==> src/rtl/serial_add_ctrl.sv <==
// Bit-serial adder controller: sequences one external full-adder cell over
// two WIDTH-bit operands, LSB first, and registers the WIDTH+1-bit result.
module serial_add_ctrl #(
    parameter int WIDTH = 8
) (
    input  logic             clk,
    input  logic             rst_n,
    input  logic             start,
    input  logic [WIDTH-1:0] op_a,
    input  logic [WIDTH-1:0] op_b,
    input  logic             cin,
    output logic             fa_a,
    output logic             fa_b,
    output logic             fa_c,
    input  logic             fa_sum,
    input  logic             fa_carry,
    output logic             busy,
    output logic             done,
    output logic [WIDTH-1:0] sum,
    output logic             cout
);

    localparam int CW = $clog2(WIDTH + 1);

    typedef enum logic [1:0] {
        S_IDLE,
        S_RUN,
        S_DONE
    } state_t;

    state_t           r_state;
    state_t           w_next;
    logic [WIDTH-1:0] r_a_sh;
    logic [WIDTH-1:0] r_b_sh;
    logic [WIDTH-1:0] r_res;
    logic [WIDTH-1:0] r_sum;
    logic             r_carry;
    logic             r_cout;
    logic [CW-1:0]    r_cnt;
    logic             w_load;
    logic             w_last;
    logic [WIDTH-1:0] w_res_nxt;

    // A start is only honoured while the cell is not in use.
    assign w_load    = start && (r_state != S_RUN);
    assign w_last    = (r_cnt == CW'(WIDTH - 1));
    assign w_res_nxt = {fa_sum, r_res[WIDTH-1:1]};

    always_ff @(posedge clk or negedge rst_n) begin
        if (!rst_n) begin
            r_state <= S_IDLE;
        end else begin
            r_state <= w_next;
        end
    end

    always_comb begin
        w_next = r_state;
        unique case (r_state)
            S_IDLE:  w_next = start ? S_RUN : S_IDLE;
            S_RUN:   w_next = w_last ? S_DONE : S_RUN;
            S_DONE:  w_next = start ? S_RUN : S_IDLE;
            default: w_next = S_IDLE;
        endcase
    end

    always_ff @(posedge clk or negedge rst_n) begin
        if (!rst_n) begin
            r_a_sh  <= '0;
            r_b_sh  <= '0;
            r_res   <= '0;
            r_carry <= 1'b0;
            r_cnt   <= '0;
            r_sum   <= '0;
            r_cout  <= 1'b0;
        end else if (w_load) begin
            r_a_sh  <= op_a;
            r_b_sh  <= op_b;
            r_res   <= '0;
            r_carry <= cin;
            r_cnt   <= '0;
        end else if (r_state == S_RUN) begin
            r_a_sh  <= {1'b0, r_a_sh[WIDTH-1:1]};
            r_b_sh  <= {1'b0, r_b_sh[WIDTH-1:1]};
            r_res   <= w_res_nxt;
            r_carry <= fa_carry;
            r_cnt   <= r_cnt + 1'b1;
            if (w_last) begin
                r_sum  <= w_res_nxt;
                r_cout <= fa_carry;
            end
        end
    end

    always_comb begin
        busy = 1'b0;
        done = 1'b0;
        fa_a = 1'b0;
        fa_b = 1'b0;
        fa_c = 1'b0;
        unique case (r_state)
            S_RUN: begin
                busy = 1'b1;
                fa_a = r_a_sh[0];
                fa_b = r_b_sh[0];
                fa_c = r_carry;
            end
            S_DONE:  done = 1'b1;
            default: ;
        endcase
    end

    assign sum  = r_sum;
    assign cout = r_cout;

endmodule

==> config.mk <==
export PLATFORM = sky130hd
export DESIGN_NAME = serial_add_ctrl
export DESIGN_NICKNAME = d
export VERILOG_FILES = /design/src/rtl/serial_add_ctrl.sv
export SDC_FILE = /design/constraint.sdc
export NUM_CORES = 1
export LEC_CHECK = 0
export ABC_AREA = 1
export CAP_MARGIN = 20
export CORE_MARGIN = 4
export CORE_UTILIZATION = 50
export CTS_CLUSTER_SIZE = 16
export DETAILED_ROUTE_END_ITERATION = 8
export MAX_ROUTING_LAYER = met4
export PLACE_DENSITY = 0.77
export SYNTH_ARGS = -nofsm -noshare
export SYNTH_HDL_FRONTEND = slang
export SYNTH_SLANG_ARGS = --single-unit
==> constraint.sdc <==
create_clock -name clk -period 1.3 [get_ports clk]
set_input_delay 0.39 -clock clk [delete_from_list [all_inputs] [get_ports clk]]
set_output_delay 0.39 -clock clk [all_outputs]
set_load 0.02 [all_outputs]
==> results of run 1 <==
-- per-layer routing --
metal	up-vias	track usage, %
met4	0	6.09
met2	29	28.7
li1	713	-
met1	658	21.8
met5	-	-
met3	5	5.06
-- cells in the mapped netlist --
master,number
o21ai_2,8
nand4_1,1
o22ai_1,8
nor2_4,1
buf_4,2
nand2_4,1
nand3_1,31
nand2_1,56
inv_1,16
buf_2,2
a21oi_1,3
nor2_2,1
dfrtp_1,39
inv_2,3
buf_6,5
ha_1,1
nand2_2,3
nor2_1,6
-- power by group --
| part | internal, W | total [W] | switching, W |
|---|---|---|---|
| sequential | 0.00173 | 0.00201 | 0.000283 |
| clock | 0.000318 | 0.000701 | 0.000382 |
| combinational | 0.00120 | 0.00260 | 0.00139 |
| total | 0.00325 | 0.00531 | 0.00206 |
-- timing repair --
action                                  in CTS  in global routing
resized for setup                           78                 11
hold endpoints to repair                    39                  0
hold buffers                                 1                  0
cloned                                       0                  0
pin swaps                                    1                  0
setup buffers                                0                  3
endpoints found under the setup margin      41                 45
-- through the flow --
step / cells / cell area [um^2] / hold slack, ps
2_1_floorplan: 187 / 1740 / 94.4
3_3_place_gp: 277 / 2220 / 370
3_5_place_dp: 277 / 2220 / 373
4_1_cts: 286 / 2300 / 487
5_1_grt: 289 / 2350 / 515
6_report: 289 / 2350 / 484
-- area by class of cell --
cell class / instances / area, um^2
Fill cell: 273 / 983
Tap cell: 46 / 57.6
Sequential cell: 39 / 977
Timing Repair Buffer: 57 / 559
Inverter: 19 / 71.3
Multi-Input combinational cell: 120 / 619
Clock buffer: 8 / 68.8
-- worst paths after layout --
kind / to / depth (start not counted)
worst max-delay path: fa_a / 4
worst min-delay path: r_a_sh[7] / 2
worst max register to register: cout / 8
worst min register to register: r_a_sh[7] / 2
max in group asynchronous: r_state[0] / 3
min in group asynchronous: r_a_sh[3] / 3
-- worst min-delay path, stage by stage (launching register included) --
cell	delay, ps
dfrtp_1	360
nand2_1	50
nand2_1	50
-- cells by family after synthesis --
family | after synthesis | synth area share (%)
compound gates | 19 | 7.87
fa+ha+maj | 1 | 0.728
buf+inv | 28 | 8.89
simple gates | 100 | 25.7
flops | 39 | 56.8
-- registers in the layout, indices dropped and copies added (netlist names) --
| register | flops |
|---|---|
| cout | 1 |
| r_a_sh | 8 |
| r_b_sh | 8 |
| r_carry | 1 |
| r_cnt | 4 |
| r_res | 7 |
| r_state | 2 |
| sum | 8 |
-- layout by cell type, fill, tap and decap left out, drive strengths merged --
master / synthesis / final
clkbuf: 0 / 8
clkdlybuf4s50: 0 / 20
nand4: 1 / 1
nor2: 8 / 8
dfrtp: 39 / 39
o21ai: 8 / 8
o22ai: 8 / 8
inv: 19 / 19
buf: 9 / 36
dlygate4sd3: 0 / 1
ha: 1 / 1
a21oi: 3 / 3
nand3: 31 / 31
nand2: 60 / 60
==> run_results.csv, run 1 <==
group,metric,value,unit
synth,synth_warnings,0,
synth,yosysTopAreaCell,"dfrtp_1",
die,dieWidth,66.6,um
die,die_h,66.6,um
synth,syn_area_per_cell,9.19,um^2
routing,detail-route-antenna-nets,0,
routing,wire_per_inst,11.8,um
clock_tree,h-tree-depth,2,
synth,synth_area_leaders,"dfrtp_1 57%, nand2_1 12%, nand3_1 9.0%",
timing,setup_viol,15,
routing,vias,1405,
die,fp-row-count,21,
power,ir_worst_vdd,1.18,mV
die,die_area,4440,um^2
cells_and_area,area_delta_synth_final,37.0,%
status,violations,"setup timing",
cells_and_area,fin_nets,265,
global_routing,track_usage,17.9,%
hold_path,hold_path.class,"flop to flop",
routing,viasPerCell,4.86,
power,p_leak,1.17,nW
timing,clock.fmax,0.642,GHz
power,total_power,0.00531,W
global_routing,gr-total-overflow,0,
timing,final.setup_skew,5.51,ps
clock_tree,insertion_delay,350,ps
routing,wl,3420,um
timing,setup_slack,-257,ps
placement,port_buffers,35,
power,power-per-cell-area,2260,nW/um^2
critical_path,path_buf_inv,2,
synth,syn-cell-area,1720,um^2
synth,ys_seq_elements,39,
hold_path,min_from,"r_a_sh[7]",
critical_path,path_delay_family,"flip-flops",
clock_tree,ctsLongestPathBuffers,2,
critical_path,crit_slowest_cell,"dfrtp_1",
synth,synthCells,187,
die,boundaryPins,36,
global_routing,grt_max_degree,40,
critical_path,criticalPathCategory,"flop to output pin",
die,core-area,3340,um^2
die,initial_core_util,51.5,%
critical_path,cp-start-kind,"flop",
cells_and_area,final_core_util,70.5,%
placement,dp_hpwl,2440,um
critical_path,ff2ff_setup_slack,-130,ps
global_routing,grt_pass1_vias,1405,
clock_tree,cts_tree,"yes",
critical_path,critPathMaxFanout,6,
run,maxCapViolCount,0,
timing,drv_slew,0,
global_routing,antenna_found_initial,0,
critical_path,cp-startpoint,"r_state[1]",
routing,drc,0,
cells_and_area,antennaDiodeCount,0,
synth,syn_nets,210,
routing,wl_met2,1660,um
timing,finalSetupTns,-2230,ps
routing,drtIter0Drc,90,
timing,tightest_slew,235,ps
critical_path,cp.required,910,ps
placement,place_congestion,0.794,
synth,ys_seq_area_share,56.8,%
critical_path,cp_slowest_stage_delay,410,ps
timing,period_share,120,%
critical_path,cp_cell_sequence,"inv_2, nand2_4, nor2_4, buf_6",
cells_and_area,drive_gt1_share,27.2,%
routing,wl_met3,140,um
synth,synthDominantCellAreaShare,56.8,%
routing,firstDrtPassIters,4,
timing,slew_headroom,84.3,%
critical_path,worstSetupEndpointType,"output pin",
timing,rsz0062_at_grt,"yes",
status,outcome,"finished with violations",
critical_path,cp_data_arrival_time,1170,ps
global_routing,grt_pass1_wl,5860,um
placement,pre_cts_slack,-426,ps
routing,dr.max_layer_used,"met4",
timing,period_needed,1560,ps
routing,wl_met1,1560,um
clock_tree,numCtsBuffers,5,
clock_tree,cts_root_buf,"clkbuf_4",
timing,finalHoldViolCount,0,
clock_tree,cts.sinks,39,
synth,synth.distinct_cells,18,
critical_path,reg2reg_from,"r_state[0]",
clock_tree,path_clk_slew,110,ps
No activity file was read; power rests on OpenSTA's default activity.
==> run 2: changes to the inputs <==
--- a/config.mk
+++ b/config.mk
@@ -7,12 +7,13 @@
 export LEC_CHECK = 0
 export ABC_AREA = 1
 export CAP_MARGIN = 20
-export CORE_MARGIN = 4
+export CORE_MARGIN = 2
 export CORE_UTILIZATION = 50
 export CTS_CLUSTER_SIZE = 16
 export DETAILED_ROUTE_END_ITERATION = 8
 export MAX_ROUTING_LAYER = met4
 export PLACE_DENSITY = 0.77
+export SETUP_SLACK_MARGIN = 0.1
 export SYNTH_ARGS = -nofsm -noshare
 export SYNTH_HDL_FRONTEND = slang
 export SYNTH_SLANG_ARGS = --single-unit
==> run 2 against run 1 <==
Against the previous run:
- the flow still finishes with violations (setup timing)
- clock power shrank 14%
- worst hold slack gained 10 ps
- clock skew shrank 1.4 ps
- critical path type unchanged
==> run_results.csv, run 2 (synthesis results as in run 1) <==
group,metric,value,unit
status,outcome,"finished with violations",
status,violations,"setup timing",
clock_tree,h-tree-depth,2,
cells_and_area,fin_nets,282,
global_routing,grt_pass1_vias,1700,
cells_and_area,multi_input_comb_area,788,um^2
routing,wire_per_inst,15.5,um
critical_path,reg2reg_from,"r_state[1]",
cells_and_area,final_common_cell,"nand2_1",
power,power-per-cell-area,2410,nW/um^2
critical_path,critPathMaxFanout,5,
timing,drv_slew,0,
cells_and_area,design_area,2750,um^2
global_routing,use_met1,28.6,%
global_routing,grt_use_met2,48.3,%
run,maxCapViolCount,0,
clock_tree,path_clk_slew,110,ps
cells_and_area,antennaDiodeCount,0,
critical_path,crit_slowest_cell,"dfrtp_1",
global_routing,top_usage_layer,"met2",
routing,detail-route-antenna-nets,0,
global_routing,grt_use_met3,5.41,%
timing,clock.fmax,0.631,GHz
clock_tree,cts_tree,"yes",
placement,placed_cell_area,2240,um^2
die,die_h,62.6,um
die,core-area,3310,um^2
global_routing,track_usage,27.0,%
timing,setup_viol,34,
die,fp-row-count,21,
timing,finalHoldViolCount,0,
hold_path,whs_endpoint,"r_a_sh[7]",
clock_tree,cts_root_buf,"clkbuf_4",
cells_and_area,layout_common_cells,"43 x nand2_1, 38 x dfrtp_1, 28 x nand3_1",
cells_and_area,area_delta_synth_final,60.2,%
routing,drtIter0Drc,107,
hold_path,holdPathStages,2,
clock_tree,cts.sinks,39,
routing,firstDrtPassIters,5,
die,initial_core_util,51.9,%
timing,slew_headroom,85.7,%
routing,drc,0,
critical_path,cp_slowest_stage_delay,420,ps
hold_path,hold_path.class,"flop to flop",
routing,viasPerCell,5.34,
cells_and_area,register_area,977,um^2
clock_tree,ctsLongestPathBuffers,2,
hold_path,min_from,"r_a_sh[7]",
cells_and_area,n_fill_cell,184,
critical_path,worstSetupEndpointType,"output pin",
cells_and_area,drive_gt1_share,40.4,%
power,ir_worst_vdd,1.24,mV
clock_tree,insertion_delay,350,ps
cells_and_area,final_core_util,83.1,%
critical_path,cp_cell_sequence,"inv_2, nand2_4, nor2_4, buf_6",
routing,vias,1633,
die,boundaryPins,36,
global_routing,gr-total-overflow,0,
critical_path,criticalPathCategory,"flop to output pin",
global_routing,grt_pass1_wl,7800,um
critical_path,ff2ff_setup_slack,-230,ps
timing,rsz0062_at_grt,"yes",
timing,final.setup_skew,4.12,ps
critical_path,cp-start-kind,"flop",
critical_path,cp.required,910,ps
timing,period_needed,1590,ps
die,die_area,3920,um^2
critical_path,r2r_cells,10,
routing,wl,4760,um
critical_path,r2r-end,"r_b_sh[3]",
timing,setup_slack,-286,ps
placement,dp_hpwl,2570,um
timing,period_share,122,%
global_routing,antenna_found_initial,0,
global_routing,grt_max_degree,40,
timing,tightest_slew,214,ps
clock_tree,numCtsBuffers,5,
placement,port_buffers,35,
placement,place_congestion,0.791,
die,dieWidth,62.6,um
power,p_leak,1.31,nW
critical_path,cp_data_arrival_time,1200,ps
==> run 2: changes by cell type in the layout (fill, tap and decap cells not counted), moves of 4 or more <==
cell and delta:
buf_4 +4, nand2_8 +4, buf_12 +4, nand2_2 +9
nand2_1 -13
==> run 2: final cells by class <==
class | instances | share of cell area (%)
well taps | 46 | 2.09
repair buffers | 71 | 29.1
multi-input cells | 123 | 28.6
clock inverters | 1 | 0.182
inverters | 19 | 2.86
clock buffers | 7 | 1.64
flip-flops and latches | 39 | 35.5
==> run 2: worst max path at each step <==
stage,cells past startpoint,startpoint,endpoint,slack (ps)
3_3_place_gp,4,r_state[1],fa_b,-380
2_1_floorplan,5,r_state[1],fa_a,-40
3_5_place_dp,4,r_state[1],fa_b,-390
6_report,4,r_state[1],fa_b,-290
4_1_cts,4,r_state[1],fa_b,-240
5_1_grt,4,r_state[1],fa_b,-330
==> run 2: power breakdown <==
part | internal [W] | leakage (nW) | switching (W)
Sequential | 0.00173 | 0.498 | 0.000340
Clock | 0.000211 | 0.0293 | 0.000395
Combinational | 0.00208 | 0.785 | 0.00189
Total | 0.00402 | 1.31 | 0.00262
==> run 2: repair_timing <==
item                                   in CTS  in global routing
buffers inserted                            8                  6
endpoints found under the hold margin      22                  0
setup endpoints to repair                  52                 53
hold buffers                                1                  0
pin swaps                                   6                  3
gates cloned                                6                  0
resized for setup                         117                 14
==> run 2: layer usage <==
metal / vias up / routed length, um
met1: 793 / 1750
met5: - / 0
li1: 757 / -
met4: 0 / 138
met3: 11 / 245
met2: 72 / 2620
==> run 2: through the flow <==
| step | instances | setup WS, ps | hold slack, ps | total power [W] | TNS, ps |
|---|---|---|---|---|---|
| final | 306 | -286 | 494 | 0.00665 | -5340 |
| after global routing | 306 | -334 | 537 | 0.00703 | -7500 |
| after CTS | 300 | -238 | 502 | 0.00628 | -1720 |
| after detailed placement | 277 | -391 | 372 | 0.00451 | -7120 |
| after global placement | 277 | -375 | 371 | 0.00440 | -6410 |
| after floorplan | 187 | -38.4 | 94.4 | 0.00363 | -115 |
==> run 2: critical path: cells and delay by family (launching register included) <==
kind | cells | cell delay [ps]
flip-flops | 1 | 420
buffers and inverters | 2 | 220
AND/OR/NAND/NOR | 2 | 200
==> run 3: changes to the inputs <==
--- a/config.mk
+++ b/config.mk
@@ -9,6 +9,7 @@
 export CAP_MARGIN = 20
 export CORE_MARGIN = 2
 export CORE_UTILIZATION = 50
+export CTS_CLUSTER_DIAMETER = 150
 export CTS_CLUSTER_SIZE = 16
 export DETAILED_ROUTE_END_ITERATION = 8
 export MAX_ROUTING_LAYER = met4
==> results of run 3 <==
The final DEF is identical to that of run 2; final timing and power are the same.
